File: src/rtl/env_step_ctrl_if.sv
// Step-controller bus: action handshake, reward ROM port, step-record handshake.
// With ENV_STATS_EN defined, the episode counter and return accumulator outputs are added.
interface env_step_ctrl_if #(
    parameter int unsigned ROW_BITS   = 3,
    parameter int unsigned COL_BITS   = 3,
    parameter int unsigned DATA_WIDTH = 32,
    parameter int unsigned CNT_W      = 8
);
    localparam int unsigned ST_W   = ROW_BITS + COL_BITS;
    localparam int unsigned ADDR_W = ST_W + 2;

    logic                         i_start;
    logic                         i_act_valid;
    logic [1:0]                   i_action;
    logic                         o_act_ready;
    logic [ADDR_W-1:0]            o_r_addr;
    logic                         o_r_read;
    logic signed [DATA_WIDTH-1:0] i_r_data;
    logic                         o_step_valid;
    logic                         i_step_ready;
    logic [ST_W-1:0]              o_state;
    logic [1:0]                   o_action;
    logic signed [DATA_WIDTH-1:0] o_reward;
    logic [ST_W-1:0]              o_next_state;
    logic                         o_done;
    logic [CNT_W-1:0]             o_step_cnt;
    logic                         o_busy;
`ifdef ENV_STATS_EN
    logic [15:0]                  o_ep_cnt;
    logic signed [DATA_WIDTH-1:0] o_ret_acc;
`endif

    // Controller side
    modport master (
        input  i_start, i_act_valid, i_action, i_r_data, i_step_ready,
        output o_act_ready, o_r_addr, o_r_read, o_step_valid, o_state,
               o_action, o_reward, o_next_state, o_done, o_step_cnt, o_busy
`ifdef ENV_STATS_EN
        , output o_ep_cnt, o_ret_acc
`endif
    );

    // Agent / ROM / Q-update side
    modport slave (
        output i_start, i_act_valid, i_action, i_r_data, i_step_ready,
        input  o_act_ready, o_r_addr, o_r_read, o_step_valid, o_state,
               o_action, o_reward, o_next_state, o_done, o_step_cnt, o_busy
`ifdef ENV_STATS_EN
        , input o_ep_cnt, o_ret_acc
`endif
    );
endinterface

File: src/rtl/env_step_ctrl.sv
// Grid-world environment step controller: accepts one action per step, reads the
// reward ROM, clamps the move at the walls and returns a step record.
// Optional: define ENV_STATS_EN for the episode counter and saturating return accumulator.
module env_step_ctrl #(
    parameter int unsigned ROW_BITS   = 3,
    parameter int unsigned COL_BITS   = 3,
    parameter int unsigned DATA_WIDTH = 32,
    parameter int unsigned ROM_LAT    = 1,
    parameter int unsigned START_ROW  = 0,
    parameter int unsigned START_COL  = 0,
    parameter int unsigned GOAL_ROW   = 7,
    parameter int unsigned GOAL_COL   = 7,
    parameter int unsigned MAX_STEPS  = 64,
    parameter int unsigned CNT_W      = 8
) (
    input  logic           i_clk,
    input  logic           i_rst,
    env_step_ctrl_if.master bus
);
    localparam int unsigned ST_W  = ROW_BITS + COL_BITS;
    localparam int unsigned CW1   = CNT_W + 1;
    localparam int unsigned LAT_W = (ROM_LAT > 1) ? $clog2(ROM_LAT) : 1;

    typedef enum logic [2:0] {
        S_IDLE,
        S_WAIT_ACT,
        S_READ,
        S_WAIT,
        S_OUT
    } state_t;

    state_t              state;
    state_t              state_nxt;
    logic                start_c;
    logic                accept_c;
    logic                capture_c;
    logic                hs_c;
    logic                wait_last_c;
    logic                goal_c;
    logic                limit_c;
    logic [ROW_BITS-1:0] pos_row;
    logic [COL_BITS-1:0] pos_col;
    logic [ROW_BITS-1:0] nrow_c;
    logic [COL_BITS-1:0] ncol_c;
    logic [LAT_W-1:0]    wait_cnt;

    // State register
    always_ff @(posedge i_clk or posedge i_rst) begin
        if (i_rst) state <= S_IDLE;
        else       state <= state_nxt;
    end

    // Next-state and step events; a start in WAIT_ACT beats a simultaneous action
    always_comb begin
        state_nxt = state;
        start_c   = 1'b0;
        accept_c  = 1'b0;
        capture_c = 1'b0;
        hs_c      = 1'b0;
        case (state)
            S_IDLE: begin
                if (bus.i_start) begin
                    start_c   = 1'b1;
                    state_nxt = S_WAIT_ACT;
                end
            end
            S_WAIT_ACT: begin
                if (bus.i_start) begin
                    start_c = 1'b1;
                end else if (bus.i_act_valid && bus.o_act_ready) begin
                    accept_c  = 1'b1;
                    state_nxt = S_READ;
                end
            end
            S_READ: state_nxt = S_WAIT;
            S_WAIT: begin
                if (wait_last_c) begin
                    capture_c = 1'b1;
                    state_nxt = S_OUT;
                end
            end
            S_OUT: begin
                if (bus.i_step_ready) begin
                    hs_c      = 1'b1;
                    state_nxt = bus.o_done ? S_IDLE : S_WAIT_ACT;
                end
            end
            default: state_nxt = S_IDLE;
        endcase
    end

    // Wall-clamped next position and termination conditions
    always_comb begin
        nrow_c = pos_row;
        ncol_c = pos_col;
        case (bus.o_action)
            2'b00:   if (pos_col != '0) ncol_c = pos_col - COL_BITS'(1);
            2'b01:   if (pos_row != '0) nrow_c = pos_row - ROW_BITS'(1);
            2'b10:   if (pos_col != '1) ncol_c = pos_col + COL_BITS'(1);
            default: if (pos_row != '1) nrow_c = pos_row + ROW_BITS'(1);
        endcase
        goal_c      = (nrow_c == ROW_BITS'(GOAL_ROW)) && (ncol_c == COL_BITS'(GOAL_COL));
        limit_c     = (CW1'(bus.o_step_cnt) + CW1'(1)) == CW1'(MAX_STEPS);
        wait_last_c = (wait_cnt == LAT_W'(ROM_LAT - 1));
    end

    // Registered outputs, position and step counter
    always_ff @(posedge i_clk or posedge i_rst) begin
        if (i_rst) begin
            pos_row           <= ROW_BITS'(START_ROW);
            pos_col           <= COL_BITS'(START_COL);
            wait_cnt          <= '0;
            bus.o_act_ready   <= 1'b0;
            bus.o_busy        <= 1'b0;
            bus.o_r_read      <= 1'b0;
            bus.o_step_valid  <= 1'b0;
            bus.o_r_addr      <= '0;
            bus.o_state       <= '0;
            bus.o_action      <= '0;
            bus.o_reward      <= '0;
            bus.o_next_state  <= '0;
            bus.o_done        <= 1'b0;
            bus.o_step_cnt    <= '0;
        end else begin
            bus.o_act_ready  <= (state_nxt == S_WAIT_ACT);
            bus.o_busy       <= (state_nxt != S_IDLE);
            bus.o_r_read     <= (state_nxt == S_READ);
            bus.o_step_valid <= (state_nxt == S_OUT);

            if (start_c) begin
                pos_row        <= ROW_BITS'(START_ROW);
                pos_col        <= COL_BITS'(START_COL);
                bus.o_step_cnt <= '0;
            end

            if (accept_c) begin
                bus.o_r_addr <= {pos_row, pos_col, bus.i_action};
                bus.o_state  <= {pos_row, pos_col};
                bus.o_action <= bus.i_action;
            end

            if (state == S_READ)      wait_cnt <= '0;
            else if (state == S_WAIT) wait_cnt <= wait_cnt + LAT_W'(1);

            if (capture_c) begin
                bus.o_reward     <= bus.i_r_data;
                bus.o_next_state <= ST_W'({nrow_c, ncol_c});
                bus.o_done       <= goal_c || limit_c;
            end

            if (hs_c) begin
                {pos_row, pos_col} <= bus.o_next_state;
                bus.o_done         <= 1'b0;
                bus.o_step_cnt     <= bus.o_done ? '0 : bus.o_step_cnt + CNT_W'(1);
            end
        end
    end

`ifdef ENV_STATS_EN
    logic signed [DATA_WIDTH:0]   sum_c;
    logic signed [DATA_WIDTH-1:0] acc_c;

    // Saturating add of the current reward into the return
    always_comb begin
        sum_c = {bus.o_ret_acc[DATA_WIDTH-1], bus.o_ret_acc}
              + {bus.o_reward[DATA_WIDTH-1], bus.o_reward};
        if (sum_c[DATA_WIDTH] != sum_c[DATA_WIDTH-1])
            acc_c = sum_c[DATA_WIDTH] ? {1'b1, {(DATA_WIDTH-1){1'b0}}}
                                      : {1'b0, {(DATA_WIDTH-1){1'b1}}};
        else
            acc_c = sum_c[DATA_WIDTH-1:0];
    end

    // Episode counter and per-episode return
    always_ff @(posedge i_clk or posedge i_rst) begin
        if (i_rst) begin
            bus.o_ep_cnt  <= '0;
            bus.o_ret_acc <= '0;
        end else begin
            if (start_c)   bus.o_ret_acc <= '0;
            else if (hs_c) bus.o_ret_acc <= acc_c;
            if (hs_c && bus.o_done) bus.o_ep_cnt <= bus.o_ep_cnt + 16'd1;
        end
    end
`endif
endmodule

File: src/flat_wrapper.sv
// flat-port wrapper written by rule: the top's interface ports become plain ports
module env_step_ctrl_flat 
#(
    parameter int unsigned ROW_BITS   = 3,
    parameter int unsigned COL_BITS   = 3,
    parameter int unsigned DATA_WIDTH = 32,
    parameter int unsigned ROM_LAT    = 1,
    parameter int unsigned START_ROW  = 0,
    parameter int unsigned START_COL  = 0,
    parameter int unsigned GOAL_ROW   = 7,
    parameter int unsigned GOAL_COL   = 7,
    parameter int unsigned MAX_STEPS  = 64,
    parameter int unsigned CNT_W      = 8
)
  (i_clk, i_rst, bus_i_start, bus_i_act_valid, bus_i_action, bus_i_r_data, bus_i_step_ready, bus_o_act_ready, bus_o_r_addr, bus_o_r_read, bus_o_step_valid, bus_o_state, bus_o_action, bus_o_reward, bus_o_next_state, bus_o_done, bus_o_step_cnt, bus_o_busy);
  env_step_ctrl_if #(.ROW_BITS(ROW_BITS), .COL_BITS(COL_BITS), .DATA_WIDTH(DATA_WIDTH), .CNT_W(CNT_W)) bus_i ();
  input  logic i_clk;
  input  logic i_rst;
  input wire logic [$bits(bus_i.i_start)-1:0] bus_i_start;
  input wire logic [$bits(bus_i.i_act_valid)-1:0] bus_i_act_valid;
  input wire logic [$bits(bus_i.i_action)-1:0] bus_i_action;
  input wire logic [$bits(bus_i.i_r_data)-1:0] bus_i_r_data;
  input wire logic [$bits(bus_i.i_step_ready)-1:0] bus_i_step_ready;
  output wire logic [$bits(bus_i.o_act_ready)-1:0] bus_o_act_ready;
  output wire logic [$bits(bus_i.o_r_addr)-1:0] bus_o_r_addr;
  output wire logic [$bits(bus_i.o_r_read)-1:0] bus_o_r_read;
  output wire logic [$bits(bus_i.o_step_valid)-1:0] bus_o_step_valid;
  output wire logic [$bits(bus_i.o_state)-1:0] bus_o_state;
  output wire logic [$bits(bus_i.o_action)-1:0] bus_o_action;
  output wire logic [$bits(bus_i.o_reward)-1:0] bus_o_reward;
  output wire logic [$bits(bus_i.o_next_state)-1:0] bus_o_next_state;
  output wire logic [$bits(bus_i.o_done)-1:0] bus_o_done;
  output wire logic [$bits(bus_i.o_step_cnt)-1:0] bus_o_step_cnt;
  output wire logic [$bits(bus_i.o_busy)-1:0] bus_o_busy;
  assign bus_i.i_start = bus_i_start;
  assign bus_i.i_act_valid = bus_i_act_valid;
  assign bus_i.i_action = bus_i_action;
  assign bus_i.i_r_data = bus_i_r_data;
  assign bus_i.i_step_ready = bus_i_step_ready;
  assign bus_o_act_ready = bus_i.o_act_ready;
  assign bus_o_r_addr = bus_i.o_r_addr;
  assign bus_o_r_read = bus_i.o_r_read;
  assign bus_o_step_valid = bus_i.o_step_valid;
  assign bus_o_state = bus_i.o_state;
  assign bus_o_action = bus_i.o_action;
  assign bus_o_reward = bus_i.o_reward;
  assign bus_o_next_state = bus_i.o_next_state;
  assign bus_o_done = bus_i.o_done;
  assign bus_o_step_cnt = bus_i.o_step_cnt;
  assign bus_o_busy = bus_i.o_busy;
  env_step_ctrl #(.ROW_BITS(ROW_BITS), .COL_BITS(COL_BITS), .DATA_WIDTH(DATA_WIDTH), .ROM_LAT(ROM_LAT), .START_ROW(START_ROW), .START_COL(START_COL), .GOAL_ROW(GOAL_ROW), .GOAL_COL(GOAL_COL), .MAX_STEPS(MAX_STEPS), .CNT_W(CNT_W)) u_core (.i_clk(i_clk), .i_rst(i_rst), .bus(bus_i));
endmodule
File: config.mk
export PLATFORM = sky130hd
export DESIGN_NAME = env_step_ctrl_flat
export DESIGN_NICKNAME = d
export VERILOG_FILES = /design/src/rtl/env_step_ctrl_if.sv /design/src/rtl/env_step_ctrl.sv /design/src/flat_wrapper.sv
export SDC_FILE = /design/constraint.sdc
export NUM_CORES = 1
export LEC_CHECK = 0
export ABC_CLOCK_PERIOD_IN_PS = 4890
export CAP_MARGIN = 10
export CORE_AREA = 5 5 67 114
export CTS_BUF_LIST = sky130_fd_sc_hd__clkbuf_16
export CTS_CLUSTER_SIZE = 30
export DETAILED_ROUTE_END_ITERATION = 8
export DIE_AREA = 0 0 72 119
export PLACE_DENSITY = 0.93
export SLEW_MARGIN = 25
export SYNTH_ARGS = -nofsm -noshare
export SYNTH_HDL_FRONTEND = slang
export SYNTH_SLANG_ARGS = --single-unit
File: constraint.sdc
create_clock -name i_clk -period 4.89 [get_ports i_clk]
set_input_delay 0.978 -clock i_clk [delete_from_list [all_inputs] [get_ports i_clk]]
set_output_delay 0.978 -clock i_clk [all_outputs]
set_load 0.03 [all_outputs]
==> results.cfg <==
[setup_path]
cp_max_fo = 15
cp_num_buf_inv = 1
criticalPathCategory = flop to output port
start_kind = flop
endpoint_kind = output port
slowest_delay_ns = 0.76
arrival_ns = 1.70
cp_slowest_cell = clkdlybuf4s50_1
r2r-end = u_core.bus.o_done
rr_startpoint = u_core.pos_col[0]
ff2ff_setup_slack_ns = 2.96
crit_family = buffers and inverters
worstRegToRegCells = 7
crit_required_ns = 3.91
crit_chain = clkdlybuf4s50_1

[status]
status = complete, no violations

[pwr]
power.density_nw_per_um2 = 608
power.leakage_uw = 0.00204
vdd_drop_max_v = 0.000435
total_power_uw = 2690

[sta]
clock_skew_ns = 0.00418
finalHoldViolCount = 0
grt_setup_unrepaired = false
max_clock_freq_mhz = 374
final.setup.tns_ns = 0
fin_crit_sh_pct = 54.7
worst_slew_pin_slew_ns = 0.863
drv_slew = 0
maxSlewHeadroom_pct = 42.4
min_period_ns = 2.68
setup_viol = 0

[floorplan]
core_sq_um = 6540
die_area_sq_um = 8570
rows = 39
fp.dieW_microns = 72
initial_core_util_pct = 47.9
ioPinCount = 106
die_h_microns = 119

[flow_run]
max_cap_violations = 0

[logic_synthesis]
synth-seq-cells = 69
syn_avg_cell_area_sq_um = 9.52
syn_nets = 375
synth_edf_count = 0
syn_inst = 329
syn-cell-area_sq_um = 3130
synthTopCellsByArea = dfrtp_1 (55%), nand2_1 (14%), ha_1 (2.8%), o21ai_0 (2.6%), a22o_1 (2.2%)
ys_seq_area_share_pct = 55.1
synth_cell_type_count = 49
synth_area_leader_cell = dfrtp_1
ys.flop_type = dfrtp_1
yosysTopAreaCellShare_pct = 55.1
yosysWarnings = 0
async_reset_ff_share_pct = 100

[clock_tree]
post-cts-setup-buffers = 0
ctsHoldBuffers = 0
h-tree-depth = 3
clock_latency_ns = 0.33
cts_tree = done
clockRootBuffer = clkbuf_16
cts_resized = 0
cts_buffers = 9
path_clk_slew_ns = 0.05
cts.path.max_buffers = 2
cts_sinks = 69

[final_layout]
syn2layout_area_growth_pct = 41.4
drive_gt1_share_pct = 6.06
final_cell_mix = nand2_1 (119), clkdlybuf4s50_1 (105), dfrtp_1 (69), o21ai_0 (16), nor2_1 (10)
antenna_cells = 0
fin_util_pct = 67.7
layout.nets = 471
layout_commonest_cell = nand2_1
fillers = 517

[placed_design]
numPortBuffers = 105
gp_congestion = 0.883
hpwl_mm = 5.71

[drt]
via_per_inst = 5.27
drt_first_iter_violations = 246
vias = 2695
drtAntennaViolNets = 0
first_pass_iters = 5
wirelength_mm = 7.80
avgRoutedWirePerCell_microns = 15.3
drcViolationCount = 0

[global_routing]
grt_max_degree = 44
grt_pass1_wl_mm = 13.1
grt_usage_pct = 19.6
grt_overflow = 0
antenna_found_initial = 0
grt_pass1_vias = 2793

[min_path]
holdPathStages = 2
hold_end = u_core.bus.o_reward[23]
worst_hold_path_type = flop to flop
hold_path_startpoint = u_core.bus.o_reward[23]
[cell type report]
type | instances | area (sq um) | area share [%]
clock inverter | 6 | 23.8 | 0.537
sequential | 69 | 1730 | 39.0
tap | 82 | 103 | 2.32
multi-input combinational | 229 | 1240 | 28.0
inverter | 7 | 26.3 | 0.594
timing repair buffer | 109 | 1080 | 24.4
clock buffer | 9 | 225 | 5.09
[cells by family (layout without fill, tap and decap cells)]
group | count (synthesis) | in the layout | synth area share [%]
AND/OR/NAND/NOR | 161 | 161 | 22.5
flip-flops | 69 | 69 | 55.1
AO/OA/AOI/OAI | 54 | 54 | 11.9
buffers and inverters | 31 | 131 | 5.31
adder cells (fa/ha/maj) | 7 | 7 | 2.80
multiplexers | 4 | 4 | 1.56
XOR/XNOR | 3 | 3 | 0.839
[Yosys cell counts, drive strengths merged, types with 4 or more instances]
master and n:
ha 7, a21oi 4, clkbuf 5, o21ai 19, nand2 119, a22o 8
nor2b 4, mux2 4, nand3 5, nor2 10, buf 19, inv 7
nand2b 7, dfrtp 69
[flip-flops by register name, indices dropped and copies added (netlist names)]
name                     cells
u_core.bus.o_act_ready       1
u_core.bus.o_action          1
u_core.bus.o_busy            1
u_core.bus.o_done            1
u_core.bus.o_next_state      6
u_core.bus.o_r_addr          1
u_core.bus.o_r_read          1
u_core.bus.o_reward         32
u_core.bus.o_state           6
u_core.bus.o_step_cnt        8
u_core.bus.o_step_valid      1
u_core.pos_col               3
u_core.pos_row               3
u_core.state                 3
u_core.wait_cnt              1
[per-stage QoR]
stage	cell area, sq um	hold WS (ns)	instances	worst slack (ns)
floorplan	3130	0.470	329	2.17
global placement	4180	0.457	496	2.35
detailed placement	4180	0.462	496	2.31
CTS	4430	0.475	511	2.22
global route	4430	0.497	511	2.15
finish	4430	0.472	511	2.21
[power by group]
part | internal, uW | leakage, uW | switching, uW | total [uW]
Combinational | 505 | 0.00103 | 727 | 1230
Sequential | 764 | 0.000884 | 146 | 910
Clock | 330 | 0.000130 | 221 | 551
Total | 1600 | 0.00204 | 1090 | 2690
[how the worst max path moves through the flow]
stage                      startpoint                     end  slack, ns  cells after the start
2_1_floorplan                   i_rst  u_core.bus.o_act_ready       2.17                      1
3_3_place_gp          bus_i_act_valid  u_core.bus.o_r_addr[1]       2.35                      5
3_5_place_dp          bus_i_act_valid  u_core.bus.o_r_addr[1]       2.31                      5
4_1_cts        u_core.bus.o_r_addr[1]         bus_o_r_addr[1]       2.22                      1
5_1_grt        u_core.bus.o_r_addr[1]         bus_o_action[1]       2.15                      1
6_report       u_core.bus.o_r_addr[1]         bus_o_r_addr[1]       2.21                      1
[per-layer routing]
layer / up-vias / track usage [%] / share of wire, %
li1: 1279 / - / -
met3: 22 / 5.31 / 6.9
met5: - / 0 / 0
met1: 1282 / 20.2 / 35
met4: 0 / 12.1 / 3.4
met2: 112 / 34.3 / 55
Note: power is estimated with default switching activity, not from simulation.
